## src/rtl/bus_m2s3_interconnect_pkg.sv

```systemverilog
// Shared types for the 2-master / 3-slave serial bus: slave ids, arbiter and decoder states.
// No logic here; the grant encoding is chosen so that the state register drives the grant pins directly.
package bus_m2s3_interconnect_pkg;

    localparam logic [1:0] SLV_ID_S1   = 2'd0;
    localparam logic [1:0] SLV_ID_S2   = 2'd1;
    localparam logic [1:0] SLV_ID_S3   = 2'd2;
    localparam logic [1:0] SLV_ID_RSVD = 2'd3;

    // Bit 0 is the m1 grant, bit 1 the m2 grant.
    typedef enum logic [1:0] {
        ARB_IDLE = 2'b00,
        ARB_M1   = 2'b01,
        ARB_M2   = 2'b10
    } arb_state_t;

    typedef enum logic [2:0] {
        DEC_IDLE,
        DEC_ADDR,
        DEC_CHECK,
        DEC_WAIT_RDY,
        DEC_CONNECT,
        DEC_INVALID
    } dec_state_t;

    function automatic int dev_addr_width(input int addr_w, input int mem_w);
        return addr_w - mem_w;
    endfunction

endpackage

```

## src/rtl/bus_m2s3_interconnect_decoder.sv

```systemverilog
// Serial device-address decoder: shifts in the device field, checks it, waits for slave ready, selects and acks.
// Ack arrives two cycles after the last device bit when the slave is ready; a busy slave stalls the ack, never the bus.
module bus_addr_decoder
    import bus_m2s3_interconnect_pkg::*;
#(
    parameter int DEV_W = 4
) (
    input  logic       clk,
    input  logic       rst,
    input  logic       owner_active,
    input  logic       owner_wdata,
    input  logic       owner_mvalid,
    input  logic [2:0] slave_ready,
    output logic [2:0] slave_sel,
    output logic       ack
);

    localparam int CNT_W = $clog2(DEV_W + 1);
    localparam logic [CNT_W-1:0] CNT_LAST = CNT_W'(DEV_W - 1);

    dec_state_t       state;
    logic [DEV_W-1:0] dev_addr;
    logic [CNT_W-1:0] bit_cnt;
    logic [1:0]       slv_id;
    logic             addr_ok;
    logic [2:0]       id_onehot;
    logic             sel_ready;

    assign slv_id    = dev_addr[1:0];
    assign addr_ok   = ((dev_addr >> 2) == '0) && (slv_id != SLV_ID_RSVD);
    assign sel_ready = |(id_onehot & slave_ready);

    always_comb begin
        id_onehot = 3'b000;
        case (slv_id)
            SLV_ID_S1: id_onehot = 3'b001;
            SLV_ID_S2: id_onehot = 3'b010;
            SLV_ID_S3: id_onehot = 3'b100;
            default:   id_onehot = 3'b000;
        endcase
    end

    always_ff @(posedge clk or posedge rst) begin
        if (rst) begin
            state     <= DEC_IDLE;
            dev_addr  <= '0;
            bit_cnt   <= '0;
            slave_sel <= 3'b000;
            ack       <= 1'b0;
        end else begin
            ack <= 1'b0;
            // Owner releasing breq (or losing grant) ends the transaction from any state.
            if (!owner_active) begin
                state     <= DEC_IDLE;
                bit_cnt   <= '0;
                slave_sel <= 3'b000;
            end else begin
                case (state)
                    DEC_IDLE, DEC_ADDR: begin
                        state <= DEC_ADDR;
                        if (owner_mvalid) begin
                            dev_addr <= {owner_wdata, dev_addr[DEV_W-1:1]};
                            bit_cnt  <= bit_cnt + 1'b1;
                            if (bit_cnt == CNT_LAST) begin
                                state <= DEC_CHECK;
                            end
                        end
                    end
                    DEC_CHECK, DEC_WAIT_RDY: begin
                        if (!addr_ok) begin
                            state <= DEC_INVALID;
                        end else if (sel_ready) begin
                            state     <= DEC_CONNECT;
                            slave_sel <= id_onehot;
                            ack       <= 1'b1;
                        end else begin
                            state <= DEC_WAIT_RDY;
                        end
                    end
                    DEC_CONNECT, DEC_INVALID: state <= state;
                    default:                  state <= DEC_IDLE;
                endcase
            end
        end
    end

endmodule

```

## src/rtl/bus_m2s3_interconnect.sv

```systemverilog
// Bit-serial 2-master / 3-slave interconnect: fixed-priority arbiter, address decoder, combinational data muxes.
// Grant one cycle after request; forwarding is zero-latency once connected; masters wait on grant/ack, slaves on ready.
module bus_m2s3_interconnect
    import bus_m2s3_interconnect_pkg::*;
#(
    parameter int ADDR_WIDTH           = 16,
    parameter int DATA_WIDTH           = 8,
    parameter int SLAVE_MEM_ADDR_WIDTH = 12
) (
    input  logic clk,
    input  logic rst,
    input  logic m1_wdata,
    input  logic m1_mode,
    input  logic m1_mvalid,
    input  logic m1_breq,
    output logic m1_bgrant,
    output logic m1_ack,
    output logic m1_rdata,
    output logic m1_svalid,
    input  logic m2_wdata,
    input  logic m2_mode,
    input  logic m2_mvalid,
    input  logic m2_breq,
    output logic m2_bgrant,
    output logic m2_ack,
    output logic m2_rdata,
    output logic m2_svalid,
    output logic s1_wdata,
    output logic s1_mode,
    output logic s1_mvalid,
    input  logic s1_rdata,
    input  logic s1_svalid,
    input  logic s1_ready,
    output logic s2_wdata,
    output logic s2_mode,
    output logic s2_mvalid,
    input  logic s2_rdata,
    input  logic s2_svalid,
    input  logic s2_ready,
    output logic s3_wdata,
    output logic s3_mode,
    output logic s3_mvalid,
    input  logic s3_rdata,
    input  logic s3_svalid,
    input  logic s3_ready
);

    localparam int DEVICE_ADDR_WIDTH = dev_addr_width(ADDR_WIDTH, SLAVE_MEM_ADDR_WIDTH);

    if (DEVICE_ADDR_WIDTH < 2 || DATA_WIDTH < 1) begin : g_param_check
        $error("bus_m2s3_interconnect: device field needs at least 2 bits and data at least 1 bit");
    end

    arb_state_t arb_state;
    logic       own_breq;
    logic       own_wdata;
    logic       own_mode;
    logic       own_mvalid;
    logic [2:0] slave_sel;
    logic       dec_ack;
    logic       sel_rdata;
    logic       sel_svalid;

    always_ff @(posedge clk or posedge rst) begin
        if (rst) begin
            arb_state <= ARB_IDLE;
        end else begin
            case (arb_state)
                ARB_M1: if (!m1_breq) arb_state <= m2_breq ? ARB_M2 : ARB_IDLE;
                ARB_M2: if (!m2_breq) arb_state <= m1_breq ? ARB_M1 : ARB_IDLE;
                default: arb_state <= m1_breq ? ARB_M1 : (m2_breq ? ARB_M2 : ARB_IDLE);
            endcase
        end
    end

    assign {m2_bgrant, m1_bgrant} = arb_state;

    assign own_breq   = (m1_bgrant & m1_breq)   | (m2_bgrant & m2_breq);
    assign own_wdata  = (m1_bgrant & m1_wdata)  | (m2_bgrant & m2_wdata);
    assign own_mode   = (m1_bgrant & m1_mode)   | (m2_bgrant & m2_mode);
    assign own_mvalid = (m1_bgrant & m1_mvalid) | (m2_bgrant & m2_mvalid);

    bus_addr_decoder #(
        .DEV_W (DEVICE_ADDR_WIDTH)
    ) u_dec (
        .clk          (clk),
        .rst          (rst),
        .owner_active (own_breq),
        .owner_wdata  (own_wdata),
        .owner_mvalid (own_mvalid),
        .slave_ready  ({s3_ready, s2_ready, s1_ready}),
        .slave_sel    (slave_sel),
        .ack          (dec_ack)
    );

    // slave_sel is non-zero only while connected, so it alone gates the data paths.
    assign s1_wdata  = slave_sel[0] & own_wdata;
    assign s1_mode   = slave_sel[0] & own_mode;
    assign s1_mvalid = slave_sel[0] & own_mvalid;
    assign s2_wdata  = slave_sel[1] & own_wdata;
    assign s2_mode   = slave_sel[1] & own_mode;
    assign s2_mvalid = slave_sel[1] & own_mvalid;
    assign s3_wdata  = slave_sel[2] & own_wdata;
    assign s3_mode   = slave_sel[2] & own_mode;
    assign s3_mvalid = slave_sel[2] & own_mvalid;

    assign sel_rdata  = |(slave_sel & {s3_rdata, s2_rdata, s1_rdata});
    assign sel_svalid = |(slave_sel & {s3_svalid, s2_svalid, s1_svalid});

    assign m1_ack    = m1_bgrant & dec_ack;
    assign m1_rdata  = m1_bgrant & sel_rdata;
    assign m1_svalid = m1_bgrant & sel_svalid;
    assign m2_ack    = m2_bgrant & dec_ack;
    assign m2_rdata  = m2_bgrant & sel_rdata;
    assign m2_svalid = m2_bgrant & sel_svalid;

endmodule

```

## config.mk

```make
export PLATFORM = sky130hd
export DESIGN_NAME = bus_m2s3_interconnect
export DESIGN_NICKNAME = d
export VERILOG_FILES = /design/src/rtl/bus_m2s3_interconnect_pkg.sv /design/src/rtl/bus_m2s3_interconnect_decoder.sv /design/src/rtl/bus_m2s3_interconnect.sv
export SDC_FILE = /design/constraint.sdc
export NUM_CORES = 1
export LEC_CHECK = 0
export BUFFER_PORTS_ARGS = -buffer_cell sky130_fd_sc_hd__buf_2
export CORE_MARGIN = 10
export CORE_UTILIZATION = 30
export DETAILED_ROUTE_END_ITERATION = 6
export PLACE_DENSITY = 0.52
export SYNTH_ARGS = -nofsm -noshare
export SYNTH_HDL_FRONTEND = slang
export SYNTH_HIERARCHICAL = 1
export SYNTH_SLANG_ARGS = --single-unit
export TNS_END_PERCENT = 5
```

## constraint.sdc

```tcl
create_clock -name clk -period 4.34 [get_ports clk]
set_clock_uncertainty 0.2 [all_clocks]
set_input_delay 0.434 -clock clk [delete_from_list [all_inputs] [get_ports clk]]
set_output_delay 0.434 -clock clk [all_outputs]
set_load 0.02 [all_outputs]
```

After elaboration in Yosys (flattened, before gate mapping)
Cells that the tools add are included.
- $add $sub $neg: 1
- equality and inequality tests: 19
- mux-type cells: 24
- bitwise gates (word level): 30
- reduce and logical (&&, ||, !) cells: 14
- operator list (cell ; count):
    $mux 3 ; 11
    $and 1x1->1 ; 23
    $ne 2x2->1 const B ; 9
    $pmux 3 s3 ; 2
    $mux 2 ; 5
    $and 3x3->3 ; 3
    $eq 3x2->1 const B ; 3
    $reduce_or 3->1 ; 3
    $eq 3x3->1 const B ; 2
    $reduce_and 3->1 ; 2
    $reduce_or 2->1 ; 3
    $mux 1 ; 5
    $eq 2x1->1 const B ; 2
    $eq 2x2->1 const B ; 2
    $logic_not 4->1 ; 1
    $or 1x1->1 ; 4
    $pmux 2 s2 ; 1
    $reduce_and 2->1 ; 2
    $add 3x1->3 const B ; 1
    $eq 3x1->1 const B ; 1
    $logic_not 3->1 ; 1
    $logic_not 2->1 ; 1
    $logic_and 1x1->1 ; 1
- register bits after elaboration: 16
- output and inout port bits: 17
- logic and storage cells: 94

Logic depth before layout (Yosys ltp)
Gate-level depths: netlist of the first run.
- depth in word-level cells: 8
- gate-level depth with buffers: 6
- mapped depth without buffers: 5

By module
The synthesis of the first run kept the hierarchy.
- by module, submodules not included (module ; times used ; cells an instance ; area an instance (µm²) ; seq. area each (µm²)):
    bus_addr_decoder ; 1 ; 58 ; 683.2 ; 325.3
    bus_m2s3_interconnect ; 1 ; 38 ; 284.0 ; 50.0

Least setup slack after synthesis of the first run
No wires, ideal clock.
- path type: flip-flop to flip-flop
- start point: reg arb_state[0]
- end point: reg u_dec.dev_addr[1]
- library setup time: 0.125 ns
- arrival: 1.648 ns
- path slack: 2.367 ns
- cell stages (with the launch flop): 7
- buffers on the path: 1
- period minus slack after synthesis: 1.973 ns
- cell sequence: dfrtp_1 -> a22oi_1 -> inv_1 -> nor3b_4 -> and2_1 -> buf_6 -> mux2_4
- longest elaborated chain between the ends: 3
- elaborated cells on any way between the ends: 5
- those cells by class: bitwise: 4; reduce/logical: 1
- ends and longest elaborated chain (element ; line ; text):
    from (decl) ; bus_m2s3_interconnect.sv:54 ; arb_state_t arb_state;
    from (signal assigned) ; bus_m2s3_interconnect.sv:69 ; ARB_M1: if (!m1_breq) arb_state <= m2_breq ? ARB_M2 : ARB_IDLE;
    from (signal assigned) ; bus_m2s3_interconnect.sv:70 ; ARB_M2: if (!m2_breq) arb_state <= m1_breq ? ARB_M1 : ARB_IDLE;
    from (signal assigned) ; bus_m2s3_interconnect.sv:71 ; default: arb_state <= m1_breq ? ARB_M1 : (m2_breq ? ARB_M2 : ARB_IDLE);
    $and 1x1->1 ; bus_m2s3_interconnect.sv:81 ; assign own_mvalid = (m1_bgrant & m1_mvalid) | (m2_bgrant & m2_mvalid);
    $or 1x1->1 ; bus_m2s3_interconnect.sv:81 ;
    named net own_mvalid ; bus_m2s3_interconnect.sv:58 ; logic own_mvalid;
    $reduce_and 3->1 (no source line) ; - ;
    to (signal assigned) ; bus_m2s3_interconnect_decoder.sv:62 ; dev_addr <= {owner_wdata, dev_addr[DEV_W-1:1]};
    to (decl) ; bus_m2s3_interconnect_decoder.sv:22 ; logic [DEV_W-1:0] dev_addr;
The timed path passes the listed nets, and every way through them passes these cells.
A chain may end at the register's enable or synchronous reset.

Worst setup path in the final report of the first run
Same ends and word-level chain as after synthesis.

==> summary.txt, run 1 <==
Synth Register Bits: 15
critical path class: reg -> reg
Max rail drop VDD: 0.159 mV
Worst Hold Slack: 0.280 ns
filler cell count: 321
achievable frequency: 483 MHz
ys flop type: dfrtp_1
CTS tree: built
average cell area after synthesis: 10.1 sq um
worst hold path class: in -> reg
share of cells above drive strength 1: 34.3%
final hold violation count: 0
Rows: 20
area leader, netlist: dfrtp_1
outcome: finished clean
number of cells on the critical path: 5
area of the core: 0.00308 sq mm
Max Cap Viol: 0
vias in the first global route: 848
most frequent cells after synthesis: 15 x dfrtp_1, 11 x nor2b_1, 8 x inv_1
Leakage: 0.630 nW
top post-synthesis cells by area: dfrtp_1 39%, nor2b_1 7.1%, mux2_4 6.2%
I/O Buffers: 35
io pins: 36
Area Overhead vs Synth: 26.0%
GRT Residual Overflow: 0
GRT Util Overall: 7.57%
Final Cell Area: 0.00122 sq mm
clk root buf: clkbuf_4
drt pass-1 iters: 4
WL per Instance: 13.6 um
Buf/Inv on CP: 1
Tmin final: 2.07 ns
total CTS buffers: 3
starting density of the core: 31.4%
data arrival time of the critical path: 2.03 ns
cell breakdown of the critical path: a22oi_1 -> inv_1 -> nor3b_4 -> and2_1 -> mux2_4
Final ANT Viol Nets: 0
Slew @ Worst Pin: 0.502 ns
RSZ-0062 raised after global routing: no
hold path depth: 2
reg2reg path depth: 5
Setup crit end kind: register
Critical-path top delay cell: dfrtp_1
post-synthesis async set-or-reset flop share: 100%
Synth cell types: 34
initial DRC count: 23
Slew Limit Headroom: 66.5%
Setup Viol. Count Final: 0
EDFF count, synth: 0
crit start category: register
final net count: 158
initial antenna violation count: 0
Synth top area share: 38.8%
crit-path max FO: 9
setup TNS: 0 ns
postcts setup bufs: 0
clock slew at reported path FFs: 0.08 ns
detailed-route via count: 844
Final GP Congestion: 0.742
Slew Viols, Final: 0
Ys Warns: 6
Routed WL: 2.42 mm
count leader, synth: dfrtp_1
fin crit share: 47.7%
Detailed Place HPWL: 1.97 mm
Avg Vias per Cell: 4.74
pwr/cell area: 404 mW/mm^2
Post-Synthesis Cells: 96
Clock Latency Late Sink: 0.27 ns
clk sinks: 15
Die Area: 0.00590 sq mm
syn nets: 119
Antenna diodes: 0
top cell family by delay on the critical path: simple AND/OR/NAND/NOR gates
sequential share of the synthesized area: 38.8%
max incr delay on CP: 0.50 ns
global-route wire length before repair: 3.88 mm
largest net degree at the start of global routing: 15
critical path required time: 4.30 ns
Mapped Area: 967 sq um
Die W: 76.8 um
Die Y: 76.8 um
CTS Buffer Depth: 2
DRC: 0
placed instance area: 0.00118 sq mm
CTS H-tree depth: 1
==> cell type report <==
cell class,instances,area (sq um),area share [%]
Sequential cell,15,375,30.8
Tap cell,44,55.1,4.52
Inverter,8,30.0,2.46
Timing Repair Buffer,36,185,15.2
Multi-Input combinational cell,71,547,44.9
Clock buffer,4,26.3,2.16
==> metrics by stage <==
step | cells | util [%] | power [mW] | worst slack (ns)
after floorplan | 96 | - | 0.364 | 2.37
after global placement | 173 | 38.4 | 0.413 | 2.29
after detailed placement | 173 | 38.4 | 0.416 | 2.29
after CTS | 178 | 39.6 | 0.498 | 2.24
after global routing | 178 | 39.6 | 0.531 | 2.11
final | 178 | 39.6 | 0.493 | 2.27
==> kinds of logic after synthesis <==
logic type	after synthesis	synth area share, %
AOI/OAI and AO/OA	22	19.3
xor gates and xnor gates	2	1.81
adders and majority gates	4	5.17
buffers and inverters	10	4.66
DFF	15	38.8
muxes	5	7.24
and+or+nand+nor	38	23.0
==> flip-flops by register name, summed over array words and instances (netlist names) <==
signal	cells
u_dec/slave_sel	3
u_dec/dev_addr	4
u_dec/ack	1
u_dec/bit_cnt	3
arb_state	2
u_dec/state	2
==> timing repair <==
item,4_1_cts,5_1_grt
hold buffers,1,0
endpoints found under the hold margin,14,0
resized for setup,0,0
==> worst paths after layout <==
check                                        startpoint                       endpoint  slack, ns
min in group asynchronous                           rst       arb_state[1]$_DFFE_PP0P_       0.35
min                                             m2_breq       arb_state[1]$_DFFE_PP0P_       0.28
max                            arb_state[0]$_DFFE_PP0P_  u_dec/dev_addr[1]$_DFFE_PP0P_       2.27
max reg2reg                    arb_state[0]$_DFFE_PP0P_  u_dec/dev_addr[1]$_DFFE_PP0P_       2.27
min reg2reg                u_dec/bit_cnt[2]$_DFFE_PP0P_   u_dec/bit_cnt[2]$_DFFE_PP0P_       0.34
max in group asynchronous                           rst  u_dec/dev_addr[1]$_DFFE_PP0P_       3.08
==> placed cells by master (no fill, tap or decap), drive strengths merged <==
cell         count
nand2b           1
and2             5
a32o             3
o211a            1
inv              8
o21ai            1
a211o            2
mux2i            1
dfrtp           15
clkbuf           4
a311o            1
and2b            1
a22oi            3
nand4            1
xor2             2
nand2            7
nand3            2
mux2             4
a222oi           2
buf             35
a21oi            2
nor2b           11
o221ai           2
and3b            1
or2              2
nor3b            1
dlygate4sd3      1
ha               4
a211oi           2
a31oi            1
a22o             2
nor2             6
==> per-layer routing <==
metal / share of wire (%) / routed length (um) / up-vias / track usage (%)
li1: - / - / 426 / -
met1: 47 / 1140 / 383 / 9.51
met2: 42 / 1010 / 35 / 11.2
met3: 11 / 266 / 0 / 3.85
met4: 0 / 0 / 0 / 1.67
met5: 0 / 0 / - / 0
==> power breakdown <==
group	switching, mW	internal [mW]
sequential	0.0399	0.167
clock	0.0422	0.0356
combinational	0.113	0.0954
Note: power is estimated with default switching activity, not from simulation.
==> run 2, diff against run 1 <==
ABC_AREA = 1   (was not set)
clock period = 2.04 ns   (was 4.34 ns; I/O delays follow)
==> summary.txt, run 2 <==
Critical-path top delay cell: dfrtp_1
area of the core: 0.00334 sq mm (+8.4%)
crit-path max FO: 11 (+2)
final net count: 202 (+28%)
achievable frequency: 580 MHz
worst hold path class: in -> reg
final hold violation count: 0 (unchanged)
Area Overhead vs Synth: 24.2%
hold path depth: 3 (+1)
critical path required time: 1.64 ns (-2.66 ns)
Leakage: 0.745 nW (+18%)
Setup crit end kind: primary output
clk root buf: clkbuf_4
number of cells on the critical path: 3 (-2)
RSZ-0062 raised after global routing: no
Clock power frac: 14.9% (-0.9 points)
Finished Layout Cells: 224 (+26%)
Worst Hold Slack: 0.0362 ns (-0.244 ns)
Max Cap Viol: 0 (unchanged)
DP Cell Count: 219 (+27%)
largest net degree at the start of global routing: 14 (-1)
Synth cell types: 20 (-41%)
Synth top area share: 36.5% (-2.4 points)
initial antenna violation count: 0 (unchanged)
Tmin final: 1.72 ns
GRT Util Overall: 8.17% (+0.60 points)
Sw Ratio: 44.1% (+4.5 points)
Die Y: 78.6 um (+2.4%)
Design Power: 1.06 mW (+110%)
Die Area: 0.00618 sq mm (+4.8%)
GRT Residual Overflow: 0 (unchanged)
most frequent cells after synthesis: 40 x nand2_1, 23 x inv_1, 15 x dfrtp_1
cell breakdown of the critical path: nand2_1 -> a21oi_1 -> buf_2
I/O Buffers: 35 (unchanged)
data arrival time of the critical path: 1.32 ns (-0.71 ns)
crit start category: register
pwr/cell area: 827 mW/mm^2 (+100%)
Final WS setup: 0.316 ns (-1.95 ns)
Slew Viols, Final: 0 (unchanged)
clk sinks: 15 (unchanged)
Seq pwr share: 40.4% (-1.5 points)
combinational share of power: 44.7% (+2.4 points)
biggest regs: u_dec/dev_addr (4), u_dec/bit_cnt (3), u_dec/slave_sel (3)
Avg Vias per Cell: 4.25 (-10%)
vias in the first global route: 958 (+13%)
sequential share of the synthesized area: 36.5% (-2.4 points)
share of cells above drive strength 1: 33.1% (-1.2 points)
Die W: 78.6 um (+2.4%)
placed instance area: 0.00124 sq mm (+5.1%)
Max rail drop VDD: 0.380 mV (+140%)
syn nets: 163 (+37%)
commonest non-fill, non-tap cells in the layout: 40 x nand2_1, 35 x buf_2, 23 x inv_1, 15 x dfrtp_1, 10 x a21oi_1
fin crit share: 84.5%
global-route wire length before repair: 4.24 mm (+9.2%)
initial DRC count: 39 (+70%)
post-synthesis async set-or-reset flop share: 100% (unchanged)
CTS tree: built
Setup Viol. Count Final: 0 (unchanged)
CTS Buffer Depth: 2 (unchanged)
WL per Instance: 11.0 um (-19%)
DP Worst Slack: 0.419 ns (-1.87 ns)
Synth Register Bits: 15 (unchanged)
Detailed Place HPWL: 2.10 mm (+6.8%)
reg2reg path depth: 5 (unchanged)
commonest non-fill, non-tap cell in the layout: nand2_1
critical path class: reg -> out
average cell area after synthesis: 7.36 sq um (-27%)
clock slew at reported path FFs: 0.08 ns (about the same)
Slew Limit Headroom: 67.8% (+1.3 points)
Int Power: 0.591 mW (+99%)
CTS H-tree depth: 1 (unchanged)
ys flop type: dfrtp_1
Mapped Area: 0.00103 sq mm (+6.5%)
Slew @ Worst Pin: 0.482 ns (-0.0198 ns)
Largest Register: u_dec/dev_addr
top post-synthesis cells by area: dfrtp_1 36%, nand2_1 15%, inv_1 8.4%
total CTS buffers: 3 (unchanged)
Post-Synthesis Cells: 140 (+46%)
Final Cell Area: 0.00128 sq mm (+4.9%)
top cell family by delay on the critical path: flip-flops
Rows: 21 (+5.0%)
setup TNS: 0 ns (unchanged)
Psw: 0.467 mW (+140%)
EDFF count, synth: 0 (unchanged)
Ys Warns: 6 (unchanged)
Clock Latency Late Sink: 0.27 ns (about the same)
max incr delay on CP: 0.56 ns (+0.06 ns)
Final GP Congestion: 0.802 (+8.0%)
starting density of the core: 30.9% (-0.56 points)
detailed-route via count: 951 (+13%)
outcome: finished clean
final design utilization: 38.3% (-1.3 points)
io pins: 36 (unchanged)
Routed WL: 2.46 mm (+1.7%)
Final ANT Viol Nets: 0 (unchanged)
Buf/Inv on CP: 1 (unchanged)
Antenna diodes: 0 (unchanged)
area leader, netlist: dfrtp_1
count leader, synth: nand2_1
drt pass-1 iters: 4 (unchanged)
max reg flops: 4 (unchanged)
DRC: 0 (unchanged)
-- run 2: cell types whose count changed after synthesis, sizes merged, moves of 8 or more --
cell	change
nand2	+39
inv	+18
nand3	+13
nor2b	-11
a21oi	+9
o21ai	+8
-- run 2: tightest hold or removal path, delay by kind of cell --
| kind | cells | cell delay, ns |
|---|---|---|
| AOI/OAI and AO/OA | 2 | 0.14 |
| buffers and inverters | 1 | 0.12 |
-- run 2: logic make-up (layout without fill, tap and decap cells) --
| family | after synthesis | count (layout) | share of synthesized area, % |
|---|---|---|---|
| compound gates | 22 | 22 | 11.7 |
| simple gates | 70 | 70 | 34.9 |
| buf+inv | 29 | 67 | 12.1 |
| fa+ha+maj | 4 | 4 | 4.86 |
| flops | 15 | 15 | 36.5 |
-- run 2: final cells by class --
class / instances / area (sq um)
fill: 373 / 2060
inverter: 26 / 97.6
clock buffer: 4 / 26.3
timing repair buffer: 37 / 193
tap: 46 / 57.6
multi-input combinational: 96 / 529
sequential: 15 / 375
-- run 2: worst paths after layout --
check | slack [ns] | end | from
max in group asynchronous | 1.02 | u_dec/dev_addr[0]$_DFFE_PP0P_ | rst
min in group asynchronous | 0.12 | arb_state[1]$_DFFE_PP0P_ | rst
hold reg to reg | 0.30 | u_dec/bit_cnt[0]$_DFFE_PP0P_ | u_dec/bit_cnt[0]$_DFFE_PP0P_
setup reg to reg | 0.41 | u_dec/bit_cnt[0]$_DFFE_PP0P_ | arb_state[0]$_DFFE_PP0P_
hold / removal | 0.04 | arb_state[0]$_DFFE_PP0P_ | m1_breq
setup / recovery | 0.32 | s1_mode | arb_state[0]$_DFFE_PP0P_
-- run 2: layer usage --
layer	global-route usage (%)	vias up	share of wire, %
met2	12.2	35	39
met3	3.99	2	13
met5	0	-	0
met1	9.86	400	47
li1	-	514	-
met4	3.23	0	0.57
-- run 2: power by group through the flow --
| stage | logic (mW) | registers (mW) | clock network [mW] |
|---|---|---|---|
| finish | 0.472 | 0.427 | 0.158 |
| global route | 0.543 | 0.445 | 0.188 |
| CTS | 0.478 | 0.429 | 0.169 |
| detailed placement | 0.474 | 0.436 | 0 |
| global placement | 0.466 | 0.433 | 0 |
| floorplan | 0.386 | 0.426 | 0 |
-- run 2: repair_timing --
action,in CTS,in global routing
setup endpoints to repair,0,0
endpoints found under the hold margin,15,0
hold buffers,1,0
setup buffers,0,0
resized for setup,0,0
